## config.mk

```make
export PLATFORM = sky130hd
export DESIGN_NAME = input_port_mq_flat
export DESIGN_NICKNAME = d
export VERILOG_FILES = /design/src/rtl/rvh_noc_pkg.sv /design/src/rtl/input_port_mq_if.sv /design/src/rtl/input_port_mq_fifo.sv /design/src/rtl/input_port_mq.sv /design/src/flat_wrapper.sv
export SDC_FILE = /design/constraint.sdc
export NUM_CORES = 2
export LEC_CHECK = 0
export CORE_MARGIN = 2
export CORE_UTILIZATION = 60
export CTS_CLUSTER_DIAMETER = 60
export DETAILED_ROUTE_END_ITERATION = 8
export GPL_TIMING_DRIVEN = 0
export PLACE_DENSITY = 0.82
export SLEW_MARGIN = 20
export SYNTH_ARGS = -nofsm -noshare
export SYNTH_HDL_FRONTEND = slang
export SYNTH_SLANG_ARGS = --single-unit
```

## constraint.sdc

```tcl
create_clock -name clk -period 19.14 [get_ports clk]
set_input_delay 3.828 -clock clk [delete_from_list [all_inputs] [get_ports clk]]
set_output_delay 3.828 -clock clk [all_outputs]
set_load 0.01 [all_outputs]
```

## src/rtl/rvh_noc_pkg.sv

```systemverilog
// Shared width helpers and state encodings for the NoC input-port slice.
package rvh_noc_pkg;

   function automatic int vc_idx_w(input int vc_num);
      return (vc_num > 1) ? $clog2(vc_num) : 1;
   endfunction

   // Occupancy and pending-credit counters must hold the value DEPTH itself.
   function automatic int cnt_w(input int depth);
      return $clog2(depth + 1);
   endfunction

   function automatic int ptr_w(input int depth);
      return (depth > 1) ? $clog2(depth) : 1;
   endfunction

   typedef enum logic {
      ST_INIT = 1'b0,
      ST_RUN  = 1'b1
   } init_state_e;

endpackage

```

## src/rtl/input_port_mq_if.sv

```systemverilog
// Flit receive, credit return and SA-stage pop/head signals of one input port.
interface input_port_mq_if
   import rvh_noc_pkg::*;
#(
   parameter int FLIT_W   = 256,
   parameter int VC_NUM   = 4,
   parameter int VC_DEPTH = 4,
   parameter int VC_IDX_W = vc_idx_w(VC_NUM),
   parameter int CNT_W    = cnt_w(VC_DEPTH)
) ();

   logic                       rx_flit_v_i;
   logic [FLIT_W-1:0]          rx_flit_i;
   logic [VC_IDX_W-1:0]        rx_flit_vc_id_i;
   logic                       rx_lcrd_v_o;
   logic [VC_IDX_W-1:0]        rx_lcrd_id_o;
   logic [VC_NUM-1:0]          vc_head_vld_o;
   logic [VC_NUM*FLIT_W-1:0]   vc_head_data_o;
   logic                       pop_v_i;
   logic [VC_IDX_W-1:0]        pop_vc_id_i;
   logic [VC_NUM*CNT_W-1:0]    vc_occ_o;
   logic                       init_done_o;
   logic                       err_ovf_o;
   logic                       err_udf_o;

   modport slave (
      input  rx_flit_v_i, rx_flit_i, rx_flit_vc_id_i, pop_v_i, pop_vc_id_i,
      output rx_lcrd_v_o, rx_lcrd_id_o, vc_head_vld_o, vc_head_data_o,
             vc_occ_o, init_done_o, err_ovf_o, err_udf_o
   );

   modport master (
      output rx_flit_v_i, rx_flit_i, rx_flit_vc_id_i, pop_v_i, pop_vc_id_i,
      input  rx_lcrd_v_o, rx_lcrd_id_o, vc_head_vld_o, vc_head_data_o,
             vc_occ_o, init_done_o, err_ovf_o, err_udf_o
   );

endinterface

```

## src/rtl/input_port_mq_fifo.sv

```systemverilog
// One virtual-channel circular FIFO; storage is unreset, pointers and count are.
module input_port_mq_fifo
   import rvh_noc_pkg::*;
#(
   parameter int FLIT_W = 256,
   parameter int DEPTH  = 4,
   parameter int CNT_W  = cnt_w(DEPTH)
) (
   input  logic              clk,
   input  logic              rst,
   input  logic              push,
   input  logic              pop,
   input  logic [FLIT_W-1:0] din,
   output logic [FLIT_W-1:0] head,
   output logic              vld,
   output logic [CNT_W-1:0]  cnt,
   output logic              push_acc,
   output logic              pop_acc
);

   localparam int PTR_W = ptr_w(DEPTH);

   logic [FLIT_W-1:0] mem [DEPTH];
   logic [PTR_W-1:0]  rptr;
   logic [PTR_W-1:0]  wptr;

   function automatic logic [PTR_W-1:0] ptr_inc(input logic [PTR_W-1:0] p);
      return (p == PTR_W'(DEPTH - 1)) ? '0 : p + 1'b1;
   endfunction

   // Fullness is judged on the pre-pop count, so a push to a full VC drops even alongside a pop.
   assign push_acc = push && (cnt != CNT_W'(DEPTH));
   assign pop_acc  = pop && (cnt != '0);
   assign vld      = (cnt != '0);
   assign head     = mem[rptr];

   always_ff @(posedge clk or posedge rst) begin
      if (rst) begin
         rptr <= '0;
         wptr <= '0;
         cnt  <= '0;
      end else begin
         if (push_acc) wptr <= ptr_inc(wptr);
         if (pop_acc)  rptr <= ptr_inc(rptr);
         case ({push_acc, pop_acc})
            2'b10:   cnt <= cnt + 1'b1;
            2'b01:   cnt <= cnt - 1'b1;
            default: cnt <= cnt;
         endcase
      end
   end

   always_ff @(posedge clk) begin
      if (push_acc) mem[wptr] <= din;
   end

endmodule

```

## src/rtl/input_port_mq.sv

```systemverilog
// Multi-queue input port: per-VC FIFOs plus round-robin credit return.
//
//   state   | meaning
//   --------+-----------------------------------------------------------
//   ST_INIT | initial credits still owed to the sender
//   ST_RUN  | every pending counter has drained once; init_done_o high
module input_port_mq
   import rvh_noc_pkg::*;
#(
   parameter int FLIT_W   = 256,
   parameter int VC_NUM   = 4,
   parameter int VC_DEPTH = 4,
   parameter int VC_IDX_W = (VC_NUM > 1) ? $clog2(VC_NUM) : 1
) (
   input logic              clk,
   input logic              rst,
   input_port_mq_if.slave   mq
);

   localparam int CNT_W = cnt_w(VC_DEPTH);

   logic [VC_NUM-1:0]        push_req;
   logic [VC_NUM-1:0]        pop_req;
   logic [VC_NUM-1:0]        push_acc;
   logic [VC_NUM-1:0]        pop_acc;
   logic [VC_NUM-1:0]        head_vld;
   logic [VC_NUM-1:0]        elig;
   logic [VC_NUM-1:0]        dec;
   logic [VC_NUM*FLIT_W-1:0] head_data;
   logic [VC_NUM*CNT_W-1:0]  occ_flat;
   logic [CNT_W-1:0]         occ  [VC_NUM];
   logic [CNT_W-1:0]         pend [VC_NUM];

   logic                     gnt_v;
   logic [VC_IDX_W-1:0]      gnt_id;
   logic [VC_IDX_W-1:0]      rr_ptr;
   logic                     lcrd_v;
   logic [VC_IDX_W-1:0]      lcrd_id;
   logic                     err_ovf;
   logic                     err_udf;
   init_state_e              state_q;
   init_state_e              state_d;
   logic                     init_done;

   for (genvar v = 0; v < VC_NUM; v++) begin : g_vc
      assign push_req[v] = mq.rx_flit_v_i && (mq.rx_flit_vc_id_i == VC_IDX_W'(v));
      assign pop_req[v]  = mq.pop_v_i && (mq.pop_vc_id_i == VC_IDX_W'(v));

      input_port_mq_fifo #(
         .FLIT_W (FLIT_W),
         .DEPTH  (VC_DEPTH),
         .CNT_W  (CNT_W)
      ) u_fifo (
         .clk      (clk),
         .rst      (rst),
         .push     (push_req[v]),
         .pop      (pop_req[v]),
         .din      (mq.rx_flit_i),
         .head     (head_data[v*FLIT_W +: FLIT_W]),
         .vld      (head_vld[v]),
         .cnt      (occ[v]),
         .push_acc (push_acc[v]),
         .pop_acc  (pop_acc[v])
      );

      assign occ_flat[v*CNT_W +: CNT_W] = occ[v];
      assign elig[v] = (pend[v] != '0);
      assign dec[v]  = gnt_v && (gnt_id == VC_IDX_W'(v));

      // Pending credits start at full depth so the sender learns the buffer size after reset.
      always_ff @(posedge clk or posedge rst) begin
         if (rst) begin
            pend[v] <= CNT_W'(VC_DEPTH);
         end else begin
            case ({pop_acc[v], dec[v]})
               2'b10:   pend[v] <= pend[v] + 1'b1;
               2'b01:   pend[v] <= pend[v] - 1'b1;
               default: pend[v] <= pend[v];
            endcase
         end
      end

      a_pend_max: assert property (@(posedge clk) disable iff (rst)
         pend[v] <= CNT_W'(VC_DEPTH));
      a_pend_occ: assert property (@(posedge clk) disable iff (rst)
         ({1'b0, pend[v]} + {1'b0, occ[v]}) <= (CNT_W + 1)'(VC_DEPTH));
   end

   always_comb begin
      gnt_v  = 1'b0;
      gnt_id = '0;
      for (int i = 0; i < VC_NUM; i++) begin
         if (!gnt_v && elig[(int'(rr_ptr) + i) % VC_NUM]) begin
            gnt_v  = 1'b1;
            gnt_id = VC_IDX_W'((int'(rr_ptr) + i) % VC_NUM);
         end
      end
   end

   always_ff @(posedge clk or posedge rst) begin
      if (rst) begin
         rr_ptr  <= '0;
         lcrd_v  <= 1'b0;
         lcrd_id <= '0;
         err_ovf <= 1'b0;
         err_udf <= 1'b0;
      end else begin
         lcrd_v  <= gnt_v;
         lcrd_id <= gnt_id;
         if (gnt_v) begin
            rr_ptr <= (gnt_id == VC_IDX_W'(VC_NUM - 1)) ? '0 : gnt_id + 1'b1;
         end
         err_ovf <= err_ovf | (|(push_req & ~push_acc));
         err_udf <= err_udf | (|(pop_req & ~pop_acc));
      end
   end

   always_ff @(posedge clk or posedge rst) begin
      if (rst) state_q <= ST_INIT;
      else     state_q <= state_d;
   end

   always_comb begin
      state_d   = state_q;
      init_done = 1'b0;
      case (state_q)
         ST_INIT: if (elig == '0) state_d = ST_RUN;
         ST_RUN:  init_done = 1'b1;
         default: state_d = ST_INIT;
      endcase
   end

   assign mq.rx_lcrd_v_o    = lcrd_v;
   assign mq.rx_lcrd_id_o   = lcrd_id;
   assign mq.vc_head_vld_o  = head_vld;
   assign mq.vc_head_data_o = head_data;
   assign mq.vc_occ_o       = occ_flat;
   assign mq.init_done_o    = init_done;
   assign mq.err_ovf_o      = err_ovf;
   assign mq.err_udf_o      = err_udf;

endmodule

```

## src/flat_wrapper.sv

```systemverilog
// flat-port wrapper written by rule: the top's interface ports become plain ports
module input_port_mq_flat import rvh_noc_pkg::*;
#(
   parameter int FLIT_W   = 256,
   parameter int VC_NUM   = 4,
   parameter int VC_DEPTH = 4,
   parameter int VC_IDX_W = (VC_NUM > 1) ? $clog2(VC_NUM) : 1
)
  (clk, rst, mq_rx_flit_v_i, mq_rx_flit_i, mq_rx_flit_vc_id_i, mq_pop_v_i, mq_pop_vc_id_i, mq_rx_lcrd_v_o, mq_rx_lcrd_id_o, mq_vc_head_vld_o, mq_vc_head_data_o, mq_vc_occ_o, mq_init_done_o, mq_err_ovf_o, mq_err_udf_o);
  input_port_mq_if #(.FLIT_W(FLIT_W), .VC_NUM(VC_NUM), .VC_DEPTH(VC_DEPTH), .VC_IDX_W(VC_IDX_W)) mq_i ();
  input logic clk;
  input logic rst;
  input wire logic [$bits(mq_i.rx_flit_v_i)-1:0] mq_rx_flit_v_i;
  input wire logic [$bits(mq_i.rx_flit_i)-1:0] mq_rx_flit_i;
  input wire logic [$bits(mq_i.rx_flit_vc_id_i)-1:0] mq_rx_flit_vc_id_i;
  input wire logic [$bits(mq_i.pop_v_i)-1:0] mq_pop_v_i;
  input wire logic [$bits(mq_i.pop_vc_id_i)-1:0] mq_pop_vc_id_i;
  output wire logic [$bits(mq_i.rx_lcrd_v_o)-1:0] mq_rx_lcrd_v_o;
  output wire logic [$bits(mq_i.rx_lcrd_id_o)-1:0] mq_rx_lcrd_id_o;
  output wire logic [$bits(mq_i.vc_head_vld_o)-1:0] mq_vc_head_vld_o;
  output wire logic [$bits(mq_i.vc_head_data_o)-1:0] mq_vc_head_data_o;
  output wire logic [$bits(mq_i.vc_occ_o)-1:0] mq_vc_occ_o;
  output wire logic [$bits(mq_i.init_done_o)-1:0] mq_init_done_o;
  output wire logic [$bits(mq_i.err_ovf_o)-1:0] mq_err_ovf_o;
  output wire logic [$bits(mq_i.err_udf_o)-1:0] mq_err_udf_o;
  assign mq_i.rx_flit_v_i = mq_rx_flit_v_i;
  assign mq_i.rx_flit_i = mq_rx_flit_i;
  assign mq_i.rx_flit_vc_id_i = mq_rx_flit_vc_id_i;
  assign mq_i.pop_v_i = mq_pop_v_i;
  assign mq_i.pop_vc_id_i = mq_pop_vc_id_i;
  assign mq_rx_lcrd_v_o = mq_i.rx_lcrd_v_o;
  assign mq_rx_lcrd_id_o = mq_i.rx_lcrd_id_o;
  assign mq_vc_head_vld_o = mq_i.vc_head_vld_o;
  assign mq_vc_head_data_o = mq_i.vc_head_data_o;
  assign mq_vc_occ_o = mq_i.vc_occ_o;
  assign mq_init_done_o = mq_i.init_done_o;
  assign mq_err_ovf_o = mq_i.err_ovf_o;
  assign mq_err_udf_o = mq_i.err_udf_o;
  input_port_mq #(.FLIT_W(FLIT_W), .VC_NUM(VC_NUM), .VC_DEPTH(VC_DEPTH), .VC_IDX_W(VC_IDX_W)) u_core (.clk(clk), .rst(rst), .mq(mq_i));
endmodule
```

* Yosys cells after proc, flatten, opt, wreduce, memory -nomap -nowiden
Memories as Yosys holds them, arrays and structs flattened. Index checks and enable logic that the tools add are counted.
Storage, ports and cells: input port bits 264, logic and storage cells 202, register bits after elaboration 48, output and inout port bits 1046, memories kept 4, RAM bits 4096
Cells by class: add/subtract/negate cells 28, mux-type cells 47, equality and inequality tests 37, bitwise operators 9, order comparisons 4, reductions and logical operators 51
Memory list:
- u_core.g_vc[0].u_fifo.mem | depth 4, bits a word 256, read ports 1, clocked after memory_dff 0, write ports 1, RTL line input_port_mq_fifo.sv:23 | logic [FLIT_W-1:0] mem [DEPTH];
- u_core.g_vc[1].u_fifo.mem | depth 4, bits a word 256, read ports 1, clocked after memory_dff 0, write ports 1, RTL line input_port_mq_fifo.sv:23
- u_core.g_vc[2].u_fifo.mem | depth 4, bits a word 256, read ports 1, clocked after memory_dff 0, write ports 1, RTL line input_port_mq_fifo.sv:23
- u_core.g_vc[3].u_fifo.mem | depth 4, bits a word 256, read ports 1, clocked after memory_dff 0, write ports 1, RTL line input_port_mq_fifo.sv:23
Operator list (count):
- case mux 3 bit (2 select lines) | 8
- equality test 2 bit, second input constant | 22
- 2-to-1 mux 2 bit | 13
- adder 3 x 1 -> 3 bit, second input constant | 8
- nonzero test 3 bit | 8
- subtractor 3 x 1 -> 3 bit, second input constant | 8
- logical AND 1 bit | 23
- equality test 2 x 1 -> 1 bit, second input constant | 11
- 2-to-1 mux 1 bit | 22
- adder 2 x 1 -> 2 bit, second input constant | 10
- nonzero test 2 bit | 8
- less-than comparator 3 x 4 -> 1 bit, second input constant | 3
- != test 3 bit, second input constant | 4
- bitwise AND 4 bit | 2
- binary-select mux 1 bit (select 2 bit) | 4
- inverter 4 bit | 2
- OR reduction 4 bit | 2
- zero test 2 bit | 3
- OR reduction 2 bit | 3
- adder 2 bit, second input constant | 2
- zero test 4 bit | 1
- bitwise AND 1 bit, first input constant | 3
- zero test 1 bit | 3
- less-than comparator 2 x 3 -> 1 bit, second input constant | 1
- bitwise OR 1 bit | 2

* Longest topological paths before layout
word-level depth 18, depth in mapped cells 11, mapped depth without buffers 11

* Cells and area by module
Synthesis repeated with hierarchy kept, for this count alone.
Unflattened totals: cell total of the unflattened synthesis 5631, area total of the unflattened synthesis 152555.1 sq um
By module, submodules not included:
- input_port_mq_fifo (u_core.g_vc[0].u_fifo ...) | cells an instance 1379, area an instance 37826.3 sq um, sequential area each 30924.7 sq um, instances 3
- input_port_mq_fifo (u_core.g_vc[1].u_fifo) | cells an instance 1379, area an instance 37832.5 sq um, sequential area each 30924.7 sq um, instances 1
- input_port_mq | cells an instance 115, area an instance 1243.7 sq um, sequential area each 505.5 sq um, instances 1

* Worst setup path before layout
Ideal clock, no wire load.
path kind input port to flip-flop, start in mq_rx_flit_v_i, end mem u_core.g_vc[3].u_fifo.mem[0][0], enable pin, slack 8.419 ns, stages on the path 3, required time 18.491 ns, path buffers 0, data arrival time 10.072 ns, setup time 0.649 ns, cell sequence nand2_1 > nor3b_2 > and2_1
On the way: cells in the longest elaborated chain, start to end 4
Ends and longest elaborated chain:
- start, declared | RTL line flat_wrapper.sv:13 | input wire logic [$bits(mq_i.rx_flit_v_i)-1:0] mq_rx_flit_v_i;
- logical AND 1 bit | RTL line input_port_mq.sv:46 | assign push_req[v] = mq.rx_flit_v_i && (mq.rx_flit_vc_id_i == VC_IDX_W'(v));
- logical AND 1 bit | RTL line input_port_mq_fifo.sv:32 | assign push_acc = push && (cnt != CNT_W'(DEPTH));
- 2-to-1 mux 1 bit | RTL line input_port_mq_fifo.sv:54 | if (push_acc) mem[wptr] <= din;
- 2-to-1 mux 1 bit (implied by the code) | RTL line input_port_mq_fifo.sv:54
- end, declared | RTL line input_port_mq_fifo.sv:23
Every way passes these cells.

* Final worst setup path
start reg u_core.g_vc[3].u_fifo.rptr[1], end out mq_vc_head_data_o[954]
On the way: cells in the longest elaborated chain, start to end 1
Ends and longest elaborated chain:
- start, declared | RTL line input_port_mq_fifo.sv:24 | logic [PTR_W-1:0] rptr;
- start signal, assigned | RTL line input_port_mq_fifo.sv:44 | if (pop_acc) rptr <= ptr_inc(rptr);
- memory read (4 x 256 bit)
- end, declared | RTL line flat_wrapper.sv:21 | output wire logic [$bits(mq_i.vc_head_data_o)-1:0] mq_vc_head_data_o;
Every way passes these cells.

==> metrics.txt <==
run status completed; Rows ~180; top cells by area, synth edfxtp_1, mux4_2, dfrtp_1; slew margin rel. 0.182; htree depth 5; vias in the first global route ~78000; largest net degree at the start of global routing just over 40; CTS Buffer Depth 4; CTS Hold Bufs 0; max-capacitance violation count 0; Max stage delay on crit path ~960 ps; most frequent CP cell buf_2; main combinational cell family by area after synthesis multiplexers; Total Routing Usage GR 0.391; Leak 58.6 nW; Seq cells post-synth 4144; initial antenna violation count 67; buffers added on ports 1309; root buffer cell clkbuf_16; worst-margin pin slew 1230 ps; Slew Limit Fails 0; CTS Sinks roughly 4100; critical path type reg2out; DRT Pass-1 Iters 6; first-pass GRT wire length 674 mm; synthesized instance count roughly 5600; vias per inst ~7.1; simple-gate share of the synthesized area 0.00288; Clock transition at path regs 70 ps; top-area cell type share of the netlist area 0.818; synthesized cell area ~150000 um^2; Post-CTS Resized 0; dominant synthesized flop cell edfxtp_1; drt drc 0; CTS tree done; Chip Height 505 um; r2r setup slk roughly 15000 ps; ratio of cells with drive above 1 in the final layout 0.252; I/O pins ~1300; Final setup viols 0; Post-Route WL approximately 500 mm; DR iter-0 viols 14038; Final Hold Fails 0; xor/xnor share of the synthesized area 0.00140; area grow syn2layout 22.4%; hold crit path type reg2reg; EDFF count, synth approximately 4000; Cell Chain, Critical Path buf_2 -> buf_2 -> buf_1 -> mux4_2 -> clkdlybuf4s50_1; die area roughly 250000 um^2; RSZ-0062 raised after global routing false; post-synthesis compound-gate area fraction 0.000557; CP max FO 11; post-synthesis sequential area ratio 0.826; achievable frequency about 0.12 GHz; CP delay by family, top buffers and inverters; count of unique library cells instantiated by Yosys 43; via count between 70000 and 80000; Die X a little over 500 um; post-CTS setup repair buffer count 0; Placeable Area around 250000 um^2; Layout Nets just under 8000; Synth Area in Adders 0.00373; DRT antenna net count 0; Tmin final approximately 8000 ps; count leader, synth edfxtp_1; wire length per cell 44.7 um; total negative setup slack 0 ps; Routability Congestion roughly 0.83; syn nets 5922; mux cell area share after synthesis 0.156; ratio of final minimum period to clock period 0.423; GR Overflow Total 0; synthesized area per cell between 20 and 30 um^2; hpwl dp between 200 and 300 mm; arrival time worst endpoint 4260 ps; worst vdd ir ~0.12 mV; total CTS buffers 409; Critical Path Sink Type primary output; post-synth top area cell edfxtp_1; Filler cells 12188; Slowest cell on crit path buf_1; synth cell count leaders edfxtp_1, mux4_2, buf_4, buf_2, dfrtp_1; asr flop ratio synth 0.0116; clk_skew around 150 ps; Skew-Pair Late Insertion Delay 1020 ps; synth warn 0; CP bufs+invs 4; CP startpoint kind flip-flop; Initial Utilization 0.604; Fin Hold WS ~500 ps; Cell Pwr Density roughly 160 nW/um^2; CP required between 15000 and 20000 ps
[state kept, by name (all words and copies together) (netlist names)]
name / count
u_core.g_vc.u_fifo.mem: 4096
u_core.g_vc.u_fifo.cnt: 12
u_core.pend: 12
u_core.g_vc.u_fifo.rptr: 8
u_core.g_vc.u_fifo.wptr: 8
u_core.mq.rx_lcrd_id_o: 2
u_core.rr_ptr: 2
u_core.mq.err_ovf_o: 1
u_core.mq.err_udf_o: 1
u_core.mq.rx_lcrd_v_o: 1
u_core.state_q: 1
[routing by layer]
| metal | up-vias | wire (um) | GRT usage |
|---|---|---|---|
| met3 | 1526 | 70600 | 0.134 |
| met1 | 41261 | 149000 | 0.463 |
| met5 | - | 296 | 0 |
| met2 | 8221 | 241000 | 0.619 |
| met4 | 44 | 38000 | 0.243 |
| li1 | 28124 | - | - |
[cell type report]
| class | count | area (um^2) | area share |
|---|---|---|---|
| Sequential cell | 4144 | 124000 | 0.675 |
| Multi-Input combinational cell | 1193 | 24700 | 0.134 |
| Timing Repair Buffer | 1430 | 16200 | 0.0877 |
| Clock buffer | 489 | 10600 | 0.0575 |
| Tap cell | 3330 | 4170 | 0.0226 |
| Clock inverter | 232 | 2580 | 0.0140 |
| Buffer | 239 | 1410 | 0.00767 |
| Inverter | 42 | 158 | 0.000856 |
| Antenna cell | 51 | 128 | 0.000693 |
[path summary, 6_finish.rpt]
check / from / endpoint / depth (start not counted)
max reg2reg: u_core.g_vc[0].u_fifo.cnt[2] / u_core.g_vc[0].u_fifo.mem[1][105] / 7
min in group asynchronous: rst / u_core.g_vc[3].u_fifo.rptr[1] / 2
max in group asynchronous: rst / u_core.pend[8] / 3
min reg2reg: u_core.state_q / u_core.state_q / 1
min: u_core.state_q / u_core.state_q / 1
max: u_core.g_vc[3].u_fifo.rptr[1] / mq_vc_head_data_o[954] / 5
[placed cells by master (no fill, tap or decap), drive strengths merged, types with 8 or more instances in the layout]
cell type | Yosys | final
bufinv | 0 | 49
mux2i | 10 | 10
nor2 | 16 | 16
clkdlybuf4s50 | 0 | 1309
mux2 | 17 | 17
fa | 8 | 8
diode | 0 | 51
xnor2 | 8 | 8
clkinv | 0 | 157
mux4 | 1025 | 1025
buf | 220 | 341
edfxtp | 4096 | 4096
dfrtp | 44 | 44
inv | 42 | 53
clkinvlp | 0 | 15
and2 | 21 | 21
xor2 | 16 | 16
ha | 32 | 32
clkbuf | 19 | 508
[power breakdown]
part,internal (mW),switching (mW)
Sequential,10.6,0.211
Clock,4.61,3.52
Combinational,4.32,5.43
Total,19.5,9.16
[worst reg2reg max path, stage by stage (launching register included)]
cell and delay (ps):
dfrtp_1 420, nor3b_1 210, nor4b_4 660, and2_4 670, buf_16 310, buf_12 350, buf_12 290, buf_16 370
[cell families after synthesis]
| group | count (synthesis) |
|---|---|
| XOR/XNOR | 24 |
| multiplexers | 1052 |
| buffers and inverters | 281 |
| flip-flops | 4144 |
| AND/OR/NAND/NOR | 67 |
| AO/OA/AOI/OAI | 10 |
| adder cells (fa/ha/maj) | 40 |
[per-stage QoR]
step / setup slack, ps / std cells / power (mW) / util / cell area (um^2)
final: 11050 / 11150 / 28.6 / 0.740 / 184000
after floorplan: 8420 / 5618 / 15.3 / - / 150000
after global placement: 292 / 10257 / 20.2 / 0.674 / 168000
after detailed placement: 11660 / 10378 / 20.2 / 0.686 / 171000
after global routing: 11020 / 11133 / 29.1 / 0.740 / 184000
after CTS: 11000 / 11099 / 28.5 / 0.739 / 184000
Power figures use the tool's default switching activity.
